**src/rtl/puf_pkg.sv**
```systemverilog
// Shared types and constants for the ring-oscillator PUF engine.
package puf_pkg;

    typedef enum logic [2:0] {
        IDLE,
        SELECT,
        RACE,
        STORE,
        DONE
    } puf_state_t;

    localparam logic [15:0] LFSR_SEED    = 16'hACE1;
    // Right-shifting Fibonacci taps: bit index = width - polynomial exponent
    localparam logic [15:0] LFSR_TAPS_16 = 16'h002D;

    function automatic int unsigned clog2(input int unsigned v);
        int unsigned r;
        r = 0;
        for (int unsigned i = 0; i < 32; i++) begin
            if ((64'd1 << i) < 64'(v)) r = i + 1;
        end
        return r;
    endfunction

    function automatic logic [63:0] lfsr_taps(input int unsigned w);
        logic [63:0] t;
        case (w)
            8:       t = 64'h1D;
            32:      t = 64'hC000_0401;
            default: t = 64'(LFSR_TAPS_16);
        endcase
        return t;
    endfunction

endpackage

```
**src/rtl/ro_race_counter.sv**
```systemverilog
// Synchronizes the whole oscillator bank and races two selected edge counters.
module ro_race_counter
    import puf_pkg::*;
#(
    parameter int unsigned NUM_RO   = 16,
    parameter int unsigned CNT_W    = 16,
    parameter int unsigned RACE_CNT = 64
) (
    input  logic                      clk,
    input  logic                      rst,
    input  logic [NUM_RO-1:0]         ro_in,
    input  logic [clog2(NUM_RO)-1:0]  sel_a,
    input  logic [clog2(NUM_RO)-1:0]  sel_b,
    input  logic                      clr,
    input  logic                      en,
    output logic [CNT_W-1:0]          cnt_a,
    output logic [CNT_W-1:0]          cnt_b,
    output logic                      win_a,
    output logic                      win_b
);

    localparam logic [CNT_W-1:0] CNT_MAX = '1;
    localparam logic [CNT_W-1:0] THRESH  = CNT_W'(RACE_CNT);

    logic [NUM_RO-1:0] sync1, sync2, prev, rise;

    always_ff @(posedge clk) begin
        if (rst) begin
            sync1 <= '0;
            sync2 <= '0;
            prev  <= '0;
        end else begin
            sync1 <= ro_in;
            sync2 <= sync1;
            prev  <= sync2;
        end
    end

    assign rise = sync2 & ~prev;

    always_ff @(posedge clk) begin
        if (rst || clr) begin
            cnt_a <= '0;
            cnt_b <= '0;
        end else if (en) begin
            if (rise[sel_a] && cnt_a != CNT_MAX) cnt_a <= cnt_a + CNT_W'(1);
            if (rise[sel_b] && cnt_b != CNT_MAX) cnt_b <= cnt_b + CNT_W'(1);
        end
    end

    assign win_a = (cnt_a >= THRESH);
    assign win_b = (cnt_b >= THRESH);

endmodule

```
**src/rtl/ro_puf_engine.sv**
```systemverilog
// Handshaked ring-oscillator PUF: LFSR-scrambled oscillator pairs race per response bit.
module ro_puf_engine
    import puf_pkg::*;
#(
    parameter int unsigned CHALL_W  = 8,
    parameter int unsigned RESP_W   = 8,
    parameter int unsigned NUM_RO   = 16,
    parameter int unsigned LFSR_W   = 16,
    parameter int unsigned RACE_CNT = 64,
    parameter int unsigned TIMEOUT  = 4096,
    parameter int unsigned CNT_W    = 16
) (
    input  logic               clk,
    input  logic               rst,
    input  logic               start,
    input  logic [CHALL_W-1:0] chall_in,
    input  logic [NUM_RO-1:0]  ro_in,
    output logic [RESP_W-1:0]  response,
    output logic               ready,
    output logic               done,
    output logic               err
);

    localparam int unsigned S     = clog2(NUM_RO);
    localparam int unsigned TMR_W = clog2(TIMEOUT) + 1;
    localparam int unsigned IDX_W = (RESP_W > 1) ? clog2(RESP_W) : 1;
    localparam logic [LFSR_W-1:0] SEED     = LFSR_W'(LFSR_SEED);
    localparam logic [LFSR_W-1:0] TAPS     = LFSR_W'(lfsr_taps(LFSR_W));
    localparam logic [TMR_W-1:0]  TMR_LAST = TMR_W'(TIMEOUT - 1);
    localparam logic [IDX_W-1:0]  IDX_LAST = IDX_W'(RESP_W - 1);

    puf_state_t state, state_nxt;

    logic [LFSR_W-1:0] lfsr, lfsr_shift, seed_raw, seed;
    logic [S-1:0]      sel_a, sel_b, nxt_a, nxt_b;
    logic [TMR_W-1:0]  timer;
    logic [IDX_W-1:0]  bit_idx;
    logic [RESP_W-1:0] shadow;
    logic              race_bit;
    logic [CNT_W-1:0]  cnt_a, cnt_b;
    logic              win_a, win_b;
    logic              accept, race_end, race_val, timed_out;

    ro_race_counter #(
        .NUM_RO   (NUM_RO),
        .CNT_W    (CNT_W),
        .RACE_CNT (RACE_CNT)
    ) u_race (
        .clk   (clk),
        .rst   (rst),
        .ro_in (ro_in),
        .sel_a (sel_a),
        .sel_b (sel_b),
        .clr   (state == SELECT),
        .en    (state == RACE),
        .cnt_a (cnt_a),
        .cnt_b (cnt_b),
        .win_a (win_a),
        .win_b (win_b)
    );

    assign seed_raw   = LFSR_W'(chall_in) ^ SEED;
    assign seed       = (seed_raw == '0) ? SEED : seed_raw;
    assign lfsr_shift = {^(lfsr & TAPS), lfsr[LFSR_W-1:1]};
    assign nxt_a      = lfsr_shift[S-1:0];
    assign nxt_b      = (lfsr_shift[2*S-1:S] == nxt_a) ? (nxt_a ^ S'(1)) : lfsr_shift[2*S-1:S];

    always_ff @(posedge clk) begin
        if (rst) state <= IDLE;
        else     state <= state_nxt;
    end

    always_comb begin
        state_nxt = state;
        ready     = 1'b0;
        accept    = 1'b0;
        race_end  = 1'b0;
        race_val  = 1'b0;
        timed_out = 1'b0;
        case (state)
            IDLE: begin
                ready = 1'b1;
                if (start) begin
                    accept    = 1'b1;
                    state_nxt = SELECT;
                end
            end
            SELECT: state_nxt = RACE;
            RACE: begin
                // A simultaneous win resolves to 0, same as B winning outright
                if (win_a || win_b) begin
                    race_end = 1'b1;
                    race_val = win_a & ~win_b;
                end else if (timer == TMR_LAST) begin
                    race_end  = 1'b1;
                    race_val  = (cnt_a > cnt_b);
                    timed_out = 1'b1;
                end
                if (race_end) state_nxt = STORE;
            end
            STORE:   state_nxt = (bit_idx == IDX_LAST) ? DONE : SELECT;
            DONE:    state_nxt = IDLE;
            default: state_nxt = IDLE;
        endcase
    end

    always_ff @(posedge clk) begin
        if (rst) begin
            lfsr     <= SEED;
            sel_a    <= '0;
            sel_b    <= '0;
            timer    <= '0;
            bit_idx  <= '0;
            shadow   <= '0;
            race_bit <= 1'b0;
            response <= '0;
            done     <= 1'b0;
            err      <= 1'b0;
        end else begin
            done <= (state == DONE);
            if (accept) begin
                lfsr    <= seed;
                bit_idx <= '0;
                err     <= 1'b0;
            end
            if (state == SELECT) begin
                lfsr  <= lfsr_shift;
                sel_a <= nxt_a;
                sel_b <= nxt_b;
                timer <= '0;
            end
            if (state == RACE) begin
                timer <= timer + TMR_W'(1);
                if (race_end)  race_bit <= race_val;
                if (timed_out) err      <= 1'b1;
            end
            if (state == STORE) begin
                shadow[bit_idx] <= race_bit;
                if (bit_idx != IDX_LAST) bit_idx <= bit_idx + IDX_W'(1);
            end
            if (state == DONE) response <= shadow;
        end
    end

endmodule

```
**config.mk**
```make
export PLATFORM = sky130hd
export DESIGN_NAME = ro_puf_engine
export DESIGN_NICKNAME = d
export VERILOG_FILES = /design/src/rtl/puf_pkg.sv /design/src/rtl/ro_race_counter.sv /design/src/rtl/ro_puf_engine.sv
export SDC_FILE = /design/constraint.sdc
export NUM_CORES = 1
export LEC_CHECK = 0
export BUFFER_PORTS_ARGS = -buffer_cell sky130_fd_sc_hd__buf_2
export CAP_MARGIN = 30
export CORE_MARGIN = 2
export CORE_UTILIZATION = 58
export CTS_CLUSTER_DIAMETER = 100
export CTS_CLUSTER_SIZE = 24
export DETAILED_ROUTE_END_ITERATION = 8
export HOLD_SLACK_MARGIN = 0.12
export PLACE_DENSITY = 0.75
export SLEW_MARGIN = 20
export SYNTH_ARGS = -nofsm -noshare
export SYNTH_HDL_FRONTEND = slang
export SYNTH_SLANG_ARGS = --single-unit
```
**constraint.sdc**
```tcl
create_clock -name clk -period 4.13 [get_ports clk]
set_clock_uncertainty 0.1 [all_clocks]
set_input_delay 0.6195 -clock clk [delete_from_list [all_inputs] [get_ports clk]]
set_output_delay 0.6195 -clock clk [all_outputs]
set_load 0.01 [all_outputs]
```
# [Word-level counts from Yosys, hierarchy flattened]
# Index checks and enable logic that the tools add are counted.
[word_totals] output_inout_bits=11 elab_cells=93 in_bits=27 ff_bits=142
[classes] muxes=34 reduce_logical=14 order_cmp=7 addsub=4 n_bitwise=6 n_eq_ne=12
[op_table] cell="$mux W16" count=3
[op_table] cell="$add A16 B1 Y16 const B" count=2
[op_table] cell="$ge A16 B7 Y1 const B" count=2
[op_table] cell="$ne A16 B16 Y1 const B" count=2
[op_table] cell="$mux W13" count=2
[op_table] cell="$mux W3" count=6
[op_table] cell="$mux W1" count=17
[op_table] cell="$and A16 B16 Y16" count=1
[op_table] cell="$gt A16 B16 Y1" count=1
[op_table] cell="$logic_not A16 Y1" count=1
[op_table] cell="$not A16 Y16" count=1
[op_table] cell="$reduce_xor A16 Y1" count=1
[op_table] cell="$add A13 B1 Y13 const B" count=1
[op_table] cell="$eq A13 B12 Y1 const B" count=1
[op_table] cell="$pmux W3 S4" count=1
[op_table] cell="$lt A4 B5 Y1 const B" count=2
[op_table] cell="$bmux W1 S4" count=2
[op_table] cell="$bwmux W8" count=1
[op_table] cell="$not A4 Y8" count=1
[op_table] cell="$reduce_and A2 Y1" count=4
[op_table] cell="$eq A3 B2 Y1 const B" count=2
[op_table] cell="$eq A3 B3 Y1 const B" count=2
[op_table] cell="$eq A4 B4 Y1" count=1
[op_table] cell="$lt A3 B4 Y1 const B" count=1
[op_table] cell="13 further kinds" count=19

# [Depth between registers and ports, before layout]
# Gate-level depths: netlist (run 1).
[logic_depth] depth_word=6 ltp_mapped=9 mapped_depth_nobuf=8

# [Cells and area by module]
# From an unflattened synthesis (run 1), not the netlist that was laid out.
[unflattened] cells_unflattened=770 hier_area_um2=6555.0
[by_module_without_submodules] module="ro_race_counter" instances=1 cells_per_inst=385 area_per_inst_um2=3487.1 seq_area_each_um2=1601.5
[by_module_without_submodules] module="ro_puf_engine" instances=1 cells_per_inst=385 area_per_inst_um2=3067.9 seq_area_each_um2=1241.2

# [Worst setup path before layout (run 1)]
# Ideal clock, no wire load.
[synth_timing] path_type="flip-flop to flip-flop" from="register sel_b[1]" to="register u_race.cnt_b[8]" setup_ps=123 required_ps=3907 path_buffers=2 arrival_time_ps=1757 period_less_slack_ps=1980 setup_slack_ps=2150 path_stages_with_launch=8 cell_sequence="dfxtp_1 buf_6 mux4_2 o31a_1 buf_6 nand3_1 nor4_1 mux2_1"
[synth_via] elab_chain_len=4
[synth_lines] element="start, declared" line_no="ro_puf_engine.sv:35" rtl="logic [S-1:0] sel_a, sel_b, nxt_a, nxt_b;"
[synth_lines] element="start signal, assigned" line_no="ro_puf_engine.sv:129" rtl="sel_b <= nxt_b;"
[synth_lines] element="$bmux W1 S4" line_no="ro_race_counter.sv:47" rtl="if (rise[sel_b] && cnt_b != CNT_MAX) cnt_b <= cnt_b + CNT_W'(1);"
[synth_lines] element="$mux W1 (not written as such)" line_no="ro_race_counter.sv:47"
[synth_lines] element="$logic_and A1 B1 Y1" line_no="ro_race_counter.sv:47"
[synth_lines] element="$reduce_and A2 Y1 (no line)"
[synth_lines] element="end signal, assigned" line_no="ro_race_counter.sv:47"
[synth_lines] element="end, declared" line_no="ro_race_counter.sv:17" rtl="output logic [CNT_W-1:0] cnt_b,"
# Every way passes these cells. The select of a mux whose other input is x is not followed.
# A chain may end at the register's enable or synchronous reset.

# [Worst setup path after layout (run 1)]
[layout_timing] from="register state[1]" to="register u_race.cnt_b[8]"
[layout_via] elab_chain_len=2 elab_cells_between_ends=4 cone_classes="eq/ne: 2; reduce/logical: 2"
[layout_lines] element="start, declared" line_no="ro_puf_engine.sv:32" rtl="puf_state_t state, state_nxt;"
[layout_lines] element="start signal, assigned" line_no="ro_puf_engine.sv:70" rtl="else state <= state_nxt;"
[layout_lines] element="$eq A3 B2 Y1 / $eq A3 B1 Y1 (equally long branches)" line_no="ro_puf_engine.sv:55, ro_puf_engine.sv:54"
[layout_lines] element="$reduce_and A2 Y1 (no line) / $logic_or A1 B1 Y1 (equally long branches)"
# Several ways; a longest one is shown, not always the timed one.

==> flow_metrics.tcl, run 1 <==
set metrics [dict create \
    multiInputGateArea_mm2 0.00338 \
    numCtsBuffers 17 \
    boundaryPins 38 \
    wl_mm 14.0 \
    die-area_mm2 0.0121 \
    port_buffers 37 \
    status "finished, final reports clean" \
    wl_per_cell_um 15.2 \
    rsz0062_at_grt "false" \
    arrival_ns 3.11 \
    grtUsageTotal 0.247 \
    syn_avg_cell_area_um2 8.66 \
    std_cell_rows 38 \
    cap_violations 0 \
    final-setup-viol-count 0 \
    ys_seq_area_frac 0.436 \
    hold_viol_final 0 \
    fin_nets 819 \
    maxSlewHeadroom 0.368 \
    clkLatencyLatePin_ns 0.53 \
    synth_edf_count 0 \
    grt_pass1_vias 5235 \
    cts.clk_slew.worst_paths_ns 0.06 \
    dpl.hpwl_mm 9.26 \
    cp.required_ns 4.44 \
    hold_buffers 0 \
    crit_type "reg2reg" \
    syn2layout_area_growth_pct 12.7 \
    critPathBufInv 1 \
    cts_tree "yes" \
    num_vias 5473 \
    drive_gt1_frac 0.118 \
    grt_overflow 0 \
    post_cts_buffers 0 \
    clockRootBuffer "clkbuf_8" \
    worstHoldPathType "in2reg" \
    syn_inst 752 \
    htree_levels 4 \
    die_h_um 110 \
    ys_types 59 \
    place_ws_ns 1.37 \
    setup.worst_path.start_class "register" \
    ys_ff_latch 142 \
    drc 0 \
    worst_slew_pin_slew_ns 0.948 \
    synthArstFlopShare 0 \
    cp_cell_sequence "inv_1 > nor3_2 > o31a_1 > nand3_1 > nor4_1 > mux2_1" \
    worstSetupEndpointType "register" \
    firstDrtPassIters 5 \
    place_area_mm2 0.00669 \
    drtIter0Drc 359 \
    netlist_area_mm2 0.00651 \
    grt_max_degree 82 \
    vias_per_cell 5.94 \
    setup-tns-final_ns 0 \
    final_area_mm2 0.00734 \
    cts_resized 0 \
    gp_congestion 0.912 \
    period_needed_ns 2.80 \
    fp.dieW_um 110 \
    core_area_mm2 0.0109 \
    powerDensity_mw_per_mm2 507 \
    max-vdd-ir-drop_mv 0.455 \
    cts.sinks 142 \
    slew_violations 0 \
    synth_flop_cell "dfxtp_1" \
    postRouteAntennaNets 0 \
    antenna_found_initial 0 \
    setup_slack_ns 1.33 \
    cts_buffer_depth 2 \
    seq_area_mm2 0.00284 \
    clock.fmax_mhz 357 \
    slowest_delay_ns 0.64 \
    cp_slowest_cell "nor3_2" \
    period_share 0.678 \
    p_leak_nw 2.74 \
    diodes 0 \
    fillers 873 \
    path_max_fanout 12 \
    p_total_mw 3.72 \
    grt_pass1_wl_mm 23.5 \
    crit_family "simple AND/OR/NAND/NOR gates" \
    synth_fp_nets 802 \
    initial_core_util 0.598 \
    synth_warnings 0 \
]
power breakdown:
group / total [mW] / internal [mW] / switching (mW) / leakage (nW)
registers: 1.56 / 1.46 / 0.103 / 1.16
logic: 0.538 / 0.184 / 0.354 / 1.28
clock network: 1.62 / 1.01 / 0.611 / 0.304
logic make-up (layout without fill, tap and decap cells):
| group | Yosys count | count (layout) | synth area share |
|---|---|---|---|
| XOR/XNOR | 7 | 7 | 0.00941 |
| flip-flops | 142 | 142 | 0.436 |
| AO/OA/AOI/OAI | 145 | 145 | 0.138 |
| multiplexers | 20 | 20 | 0.0394 |
| adder cells (fa/ha/maj) | 23 | 23 | 0.0442 |
| AND/OR/NAND/NOR | 348 | 348 | 0.287 |
| buffers and inverters | 67 | 97 | 0.0455 |
metal layers:
metal,GRT usage,up-vias,share of wire
met3,0.0670,26,0.039
met4,0.112,0,0.019
met2,0.418,130,0.49
li1,-,2715,-
met1,0.291,2602,0.45
met5,0,-,0
cell usage in the layout (no fill, tap or decap), types with 4 or more instances in the layout:
cell,count
nand3_1,30
buf_4,4
mux2i_1,11
nor3b_1,7
nor3_1,16
o21ai_0,24
nand2b_1,4
and2_1,4
buf_2,36
or3_1,15
a2111oi_0,4
a21oi_1,66
mux4_2,4
o21bai_1,4
a311oi_1,7
nand4_1,21
o31ai_1,11
nor4_1,11
a22oi_1,4
xor2_1,4
nand3b_1,10
or4_1,19
and3_1,6
clkbuf_16,16
bufinv_16,4
a21o_1,5
clkinv_4,4
nor2b_1,58
nand2_1,70
inv_1,23
o211ai_1,6
ha_1,23
nor2_1,64
dfxtp_1,142
through the flow:
stage               cells   util  hold WS, ns
floorplan             752      -        0.314
global placement      889  0.615        0.319
detailed placement    889  0.615        0.324
CTS                   921  0.673        0.173
global route          922  0.674        0.180
finish                922  0.674        0.195
Yosys cell counts (10+ instances only):
library cell  instances  area share
clkbuf_1             30       0.017
dfxtp_1             142        0.44
a21oi_1              66       0.051
nand4_1              21       0.020
inv_1                23       0.013
nor2_1               64       0.037
or4_1                19       0.022
or3_1                15       0.014
nor4_1               11       0.011
nand3b_1             10       0.012
nor2b_1              58       0.056
o31ai_1              11       0.013
ha_1                 23       0.044
nand3_1              30       0.023
nor3_1               16       0.012
mux2i_1              11       0.017
o21ai_0              24       0.018
nand2_1              70       0.040
layout make-up:
class / count / share of cell area
repair buffers: 41 / 0.0302
flip-flops and latches: 142 / 0.387
clock inverters: 14 / 0.0283
well taps: 140 / 0.0239
multi-input cells: 543 / 0.460
inverters: 24 / 0.0123
clock buffers: 18 / 0.0583
path summary, 6_finish.rpt:
| check | end | slack [ns] | depth (start not counted) | startpoint |
|---|---|---|---|---|
| max | u_race.cnt_b[8] | 1.33 | 6 | state[1] |
| min | u_race.sync1[0] | 0.20 | 2 | ro_in[0] |
| max reg2reg | u_race.cnt_b[8] | 1.33 | 6 | state[1] |
| min reg2reg | u_race.sync2[2] | 0.34 | 1 | u_race.sync1[2] |
state kept, by name (all words and copies together), names as in the netlist:
name          cells
lfsr             16
u_race.cnt_a     16
u_race.cnt_b     16
u_race.prev      16
u_race.sync1     16
u_race.sync2     16
timer            13
response          8
shadow            8
sel_a             4
sel_b             4
bit_idx           3
state             3
done              1
err               1
race_bit          1
(Power assumes the default switching activity.)
==> run 2, diff against run 1 <==
CORE_UTILIZATION = 55   (was 58)
clock period = 2.35 ns   (was 4.13 ns; I/O delays follow)
==> run 2 against run 1 <==
  * Cell count grew 3.9%
  * Clock power rose by 78%
  * Sequential share of layout area fell by 1.6 points
  * Global-route usage is 1.4 points lower
  * Die area rose by 5.2%
  * Critical path depth increased by 1
  * Fmax rose by 27%
  * Wire length is 2.2% higher
  * First-iteration DRC count increased by 11%
  * Total power increased by 80%
  * Clock-buffer cell count grew 3
  * Largest cell class unchanged
  * Highest routed layer unchanged
==> flow_metrics.tcl, run 2 (synthesis gave the netlist of run 1 again) <==
set metrics [dict create \
    status "finished, final reports clean" \
    crit_path_end "u_race.cnt_a[15]" \
    r2r_setup_slack_ns 0.14 \
    grtUsageTotal 0.233 \
    final-setup-viol-count 0 \
    worstRegToRegCells 7 \
    postRouteAntennaNets 0 \
    grt_max_degree 64 \
    port_buffers 37 \
    final_common_cell "dfxtp_1" \
    initial_core_util 0.568 \
    gp_congestion 0.936 \
    std_cell_rows 39 \
    die_h_um 113 \
    combPwrFrac 0.163 \
    core_area_mm2 0.0115 \
    diodes 0 \
    path_max_fanout 31 \
    grt_overflow 0 \
    dpl.hpwl_mm 9.44 \
    cap_violations 0 \
    switching_share 0.277 \
    antenna_found_initial 0 \
    setup-tns-final_ns 0 \
    numCtsBuffers 17 \
    vias_per_cell 5.85 \
    post_cts_buffers 0 \
    fin_nets 852 \
    p_int_mw 4.84 \
    hold_viol_final 0 \
    clockRootBuffer "clkbuf_16" \
    layout_common_cells "dfxtp_1, nand2_1, a21oi_1" \
    seqPwrFrac 0.406 \
    r2r-end "u_race.cnt_a[15]" \
    drive_gt1_frac 0.128 \
    drc 0 \
    top_layer_used "met4" \
    wl_per_cell_um 14.9 \
    period_share 0.939 \
    clock.fmax_mhz 453 \
    firstDrtPassIters 5 \
    max-vdd-ir-drop_mv 0.633 \
    fin_hold_ws_ns 0.178 \
    period_needed_ns 2.21 \
    switchingPower_mw 1.86 \
    die-area_mm2 0.0127 \
    crit_type "reg2reg" \
    r2r-start "sel_a[0]" \
    cp.required_ns 2.59 \
    arrival_ns 2.45 \
    maxSlewHeadroom 0.597 \
    boundaryPins 38 \
    worst_slew_pin_slew_ns 0.604 \
    rsz0062_at_grt "false" \
    worstSetupEndpointType "register" \
    clkPwrFrac 0.431 \
    worstHoldPathType "in2reg" \
    drtIter0Drc 399 \
    grt_pass1_wl_mm 24.4 \
    cts_buffer_depth 2 \
    htree_levels 4 \
    slew_violations 0 \
    crit_start "sel_a[0]" \
    fp.dieW_um 113 \
    wl_mm 14.3 \
    wl_met2_mm 6.94 \
    dr_wl_met3_um 704 \
    p_leak_nw 2.90 \
    clkLatencyLatePin_ns 0.42 \
    syn2layout_area_growth_pct 17.7 \
    num_vias 5603 \
    wl_met1_mm 6.35 \
    powerDensity_mw_per_mm2 873 \
    cts.clk_slew.worst_paths_ns 0.06 \
    cts_tree "yes" \
    cts.sinks 142 \
    grt_pass1_vias 5379 \
    setup.worst_path.start_class "register" \
]
==> run 2: cell types whose count changed in the layout (fill, tap and decap cells not counted), moves of 2 or more <==
cell,previous run,this run
dlygate4sd3_1,0,20
clkbuf_1,0,2
buf_4,4,16
buf_12,0,2
==> run 2: critical path, stage by stage (launching register included) <==
cell	delay, ns
dfxtp_1	0.43
or3b_1	0.42
nand4_1	0.10
a21o_1	0.13
o211ai_2	0.10
buf_12	0.18
or4_1	0.51
a21oi_1	0.17
==> run 2: layout make-up <==
| type | count | area, µm² |
|---|---|---|
| Fill cell | 889 | 3800 |
| Multi-Input combinational cell | 543 | 3380 |
| Clock buffer | 21 | 460 |
| Sequential cell | 142 | 2840 |
| Tap cell | 143 | 179 |
| Clock inverter | 11 | 180 |
| Inverter | 24 | 90.1 |
| Timing Repair Buffer | 74 | 541 |
==> run 2: power groups by stage <==
stage | clock (mW) | combinational, mW | sequential [mW]
after floorplan | 0 | 0.834 | 2.70
after global placement | 0 | 1.01 | 2.75
after detailed placement | 0 | 1.04 | 2.76
after CTS | 2.92 | 1.08 | 2.71
after global routing | 3.02 | 1.21 | 2.74
final | 2.89 | 1.09 | 2.72
==> run 2: worst min-delay path by stage <==
stage                            endpoint  slack (ns)  depth (start not counted)             from
after floorplan           u_race.sync2[0]        0.31                          1  u_race.sync1[0]
after global placement    u_race.sync2[1]        0.32                          1  u_race.sync1[1]
after detailed placement  u_race.sync2[3]        0.32                          1  u_race.sync1[3]
after CTS                         lfsr[5]        0.15                          4      chall_in[5]
after global routing              lfsr[6]        0.19                          4      chall_in[6]
final                             lfsr[5]        0.18                          4      chall_in[5]
==> run 2: per-layer routing <==
layer	track usage	up-vias
met2	0.391	165
li1	-	2786
met5	0	-
met1	0.294	2624
met3	0.0509	28
met4	0.0870	0
==> run 2: through the flow <==
stage | utilization | instance area [µm²] | worst slack [ns] | instances | total power [mW]
floorplan | - | 6520 | 0.370 | 752 | 3.54
global placement | 0.595 | 6830 | 0.184 | 906 | 3.76
detailed placement | 0.595 | 6830 | 0.125 | 906 | 3.80
CTS | 0.669 | 7670 | 0.109 | 958 | 6.71
global route | 0.669 | 7670 | 0.0410 | 958 | 6.96
finish | 0.669 | 7670 | 0.143 | 958 | 6.69
==> run 2: timing repair <==
| item | 4_1_cts | 5_1_grt |
|---|---|---|
| gates resized for setup | 0 | 1 |
| hold buffers | 20 | 0 |
| endpoints found under the setup margin | 0 | 2 |
| endpoints found under the hold margin | 20 | 0 |
==> run 3, diff against run 2 <==
CORE_MARGIN = default   (was 2)
==> run 3 against run 2 <==
  * Register-to-register slack worse by 0.02 ns
  * Die area fell by 3.5%
  * Sequential power is essentially flat
  * Cell count shrank 0.21%
  * Final area shrank 0.33%
==> flow_metrics.tcl, run 3 (synthesis gave the netlist of run 1 again) <==
set metrics [dict create \
    status "finished, final reports clean" \
    drc 0 \
    wl_mm 13.8 \
    p_total_mw 6.57 \
    combPwrFrac 0.164 \
    die_h_um 111 \
    std_cell_rows 39 \
    rsz0062_at_grt "false" \
    grt_pass1_wl_mm 23.9 \
    switchingPower_mw 1.83 \
    num_vias 5467 \
    postRouteAntennaNets 0 \
    vias_per_cell 5.72 \
    cap_violations 0 \
    period_share 0.948 \
    layout_common_cells "dfxtp_1, nand2_1, a21oi_1" \
    p_int_mw 4.75 \
    fp.dieW_um 111 \
    final_common_cell "dfxtp_1" \
    cts.sinks 142 \
    dpl.hpwl_mm 9.15 \
    drtIter0Drc 350 \
    initial_core_util 0.568 \
    clockRootBuffer "clkbuf_16" \
    hold_viol_final 0 \
    max-vdd-ir-drop_mv 0.614 \
    p_leak_nw 2.88 \
    slew_violations 0 \
    grt_pass1_vias 5328 \
    seqPwrFrac 0.412 \
    grtUsageTotal 0.236 \
    worstSetupEndpointType "register" \
    wl_per_cell_um 14.4 \
    worstHoldPathType "in2reg" \
    antenna_found_initial 0 \
    worst_slew_pin_slew_ns 0.652 \
    clock.fmax_mhz 449 \
    numCtsBuffers 17 \
    diodes 0 \
    period_needed_ns 2.23 \
    die-area_mm2 0.0123 \
    htree_levels 4 \
    firstDrtPassIters 4 \
    boundaryPins 38 \
    cts_tree "yes" \
    maxSlewHeadroom 0.566 \
    grt_overflow 0 \
    clkLatencyLatePin_ns 0.42 \
    setup.worst_path.start_class "register" \
    powerDensity_mw_per_mm2 860 \
    arrival_ns 2.42 \
    fin_cells 956 \
    crit_type "reg2reg" \
    cp.required_ns 2.54 \
    gp_congestion 0.876 \
    grt_max_degree 73 \
    port_buffers 37 \
    final-setup-viol-count 0 \
    fillers 918 \
    drive_gt1_frac 0.127 \
    place_inst 904 \
    syn2layout_area_growth_pct 17.3 \
    clkPwrFrac 0.423 \
    fin_nets 850 \
    switching_share 0.278 \
    cts_buffer_depth 2 \
    cts.clk_slew.worst_paths_ns 0.06 \
    core_area_mm2 0.0115 \
    path_max_fanout 27 \
]
[run 3: what timing repair did]
action	in CTS	in global routing
setup buffers	0	0
setup endpoints to repair	1	1
hold buffers	20	0
endpoints found under the hold margin	20	0
gates cloned	0	0
resized for setup	1	2
[run 3: worst paths after layout]
path	from	endpoint	slack, ns	depth (start not counted)
worst max register to register	sel_b[1]	u_race.cnt_b[8]	0.12	7
worst min register to register	u_race.sync1[4]	u_race.sync2[4]	0.34	1
worst max-delay path	sel_b[1]	u_race.cnt_b[8]	0.12	7
worst min-delay path	chall_in[5]	lfsr[5]	0.17	4
[run 3: cell type report]
| cell class | instances | area [µm²] | share of cell area |
|---|---|---|---|
| multi-input cells | 543 | 3380 | 0.443 |
| flip-flops and latches | 142 | 2840 | 0.372 |
| repair buffers | 72 | 526 | 0.0687 |
| clock buffers | 21 | 470 | 0.0615 |
| well taps | 143 | 179 | 0.0234 |
| clock inverters | 11 | 154 | 0.0201 |
| inverters | 24 | 90.1 | 0.0118 |
[run 3: metal layers]
metal | vias to the layer above | wire (µm) | track usage
met2 | 94 | 6810 | 0.404
met4 | 0 | 239 | 0.0880
li1 | 2780 | - | -
met1 | 2573 | 6310 | 0.287
met3 | 20 | 444 | 0.0552
met5 | - | 0 | 0
[run 3: critical path, stage by stage (launching register included)]
cell,delay (ns)
dfxtp_1,0.53
nor3b_1,0.10
a21o_1,0.16
mux4_2,0.46
o21ai_2,0.19
buf_12,0.18
nor4_1,0.07
mux2_1,0.32
[run 3: through the flow]
step | hold WS (ns) | utilization | setup slack (ns) | setup TNS (ns) | instance area (µm²)
floorplan | 0.314 | - | 0.370 | 0 | 6520
global placement | 0.320 | 0.594 | 0.176 | 0 | 6810
detailed placement | 0.323 | 0.594 | -0.0266 | -0.0266 | 6810
CTS | 0.155 | 0.666 | 0.0129 | 0 | 7640
global route | 0.176 | 0.667 | 0.0275 | 0 | 7640
finish | 0.168 | 0.667 | 0.122 | 0 | 7640
[run 3: power by group through the flow]
stage               Sequential, mW  Combinational [mW]  Clock, mW
detailed placement            2.76                1.04          0
finish                        2.71                1.08       2.78
floorplan                     2.70               0.834          0
CTS                           2.71                1.07       2.82
global route                  2.73                1.19       2.93
global placement              2.75                1.00          0
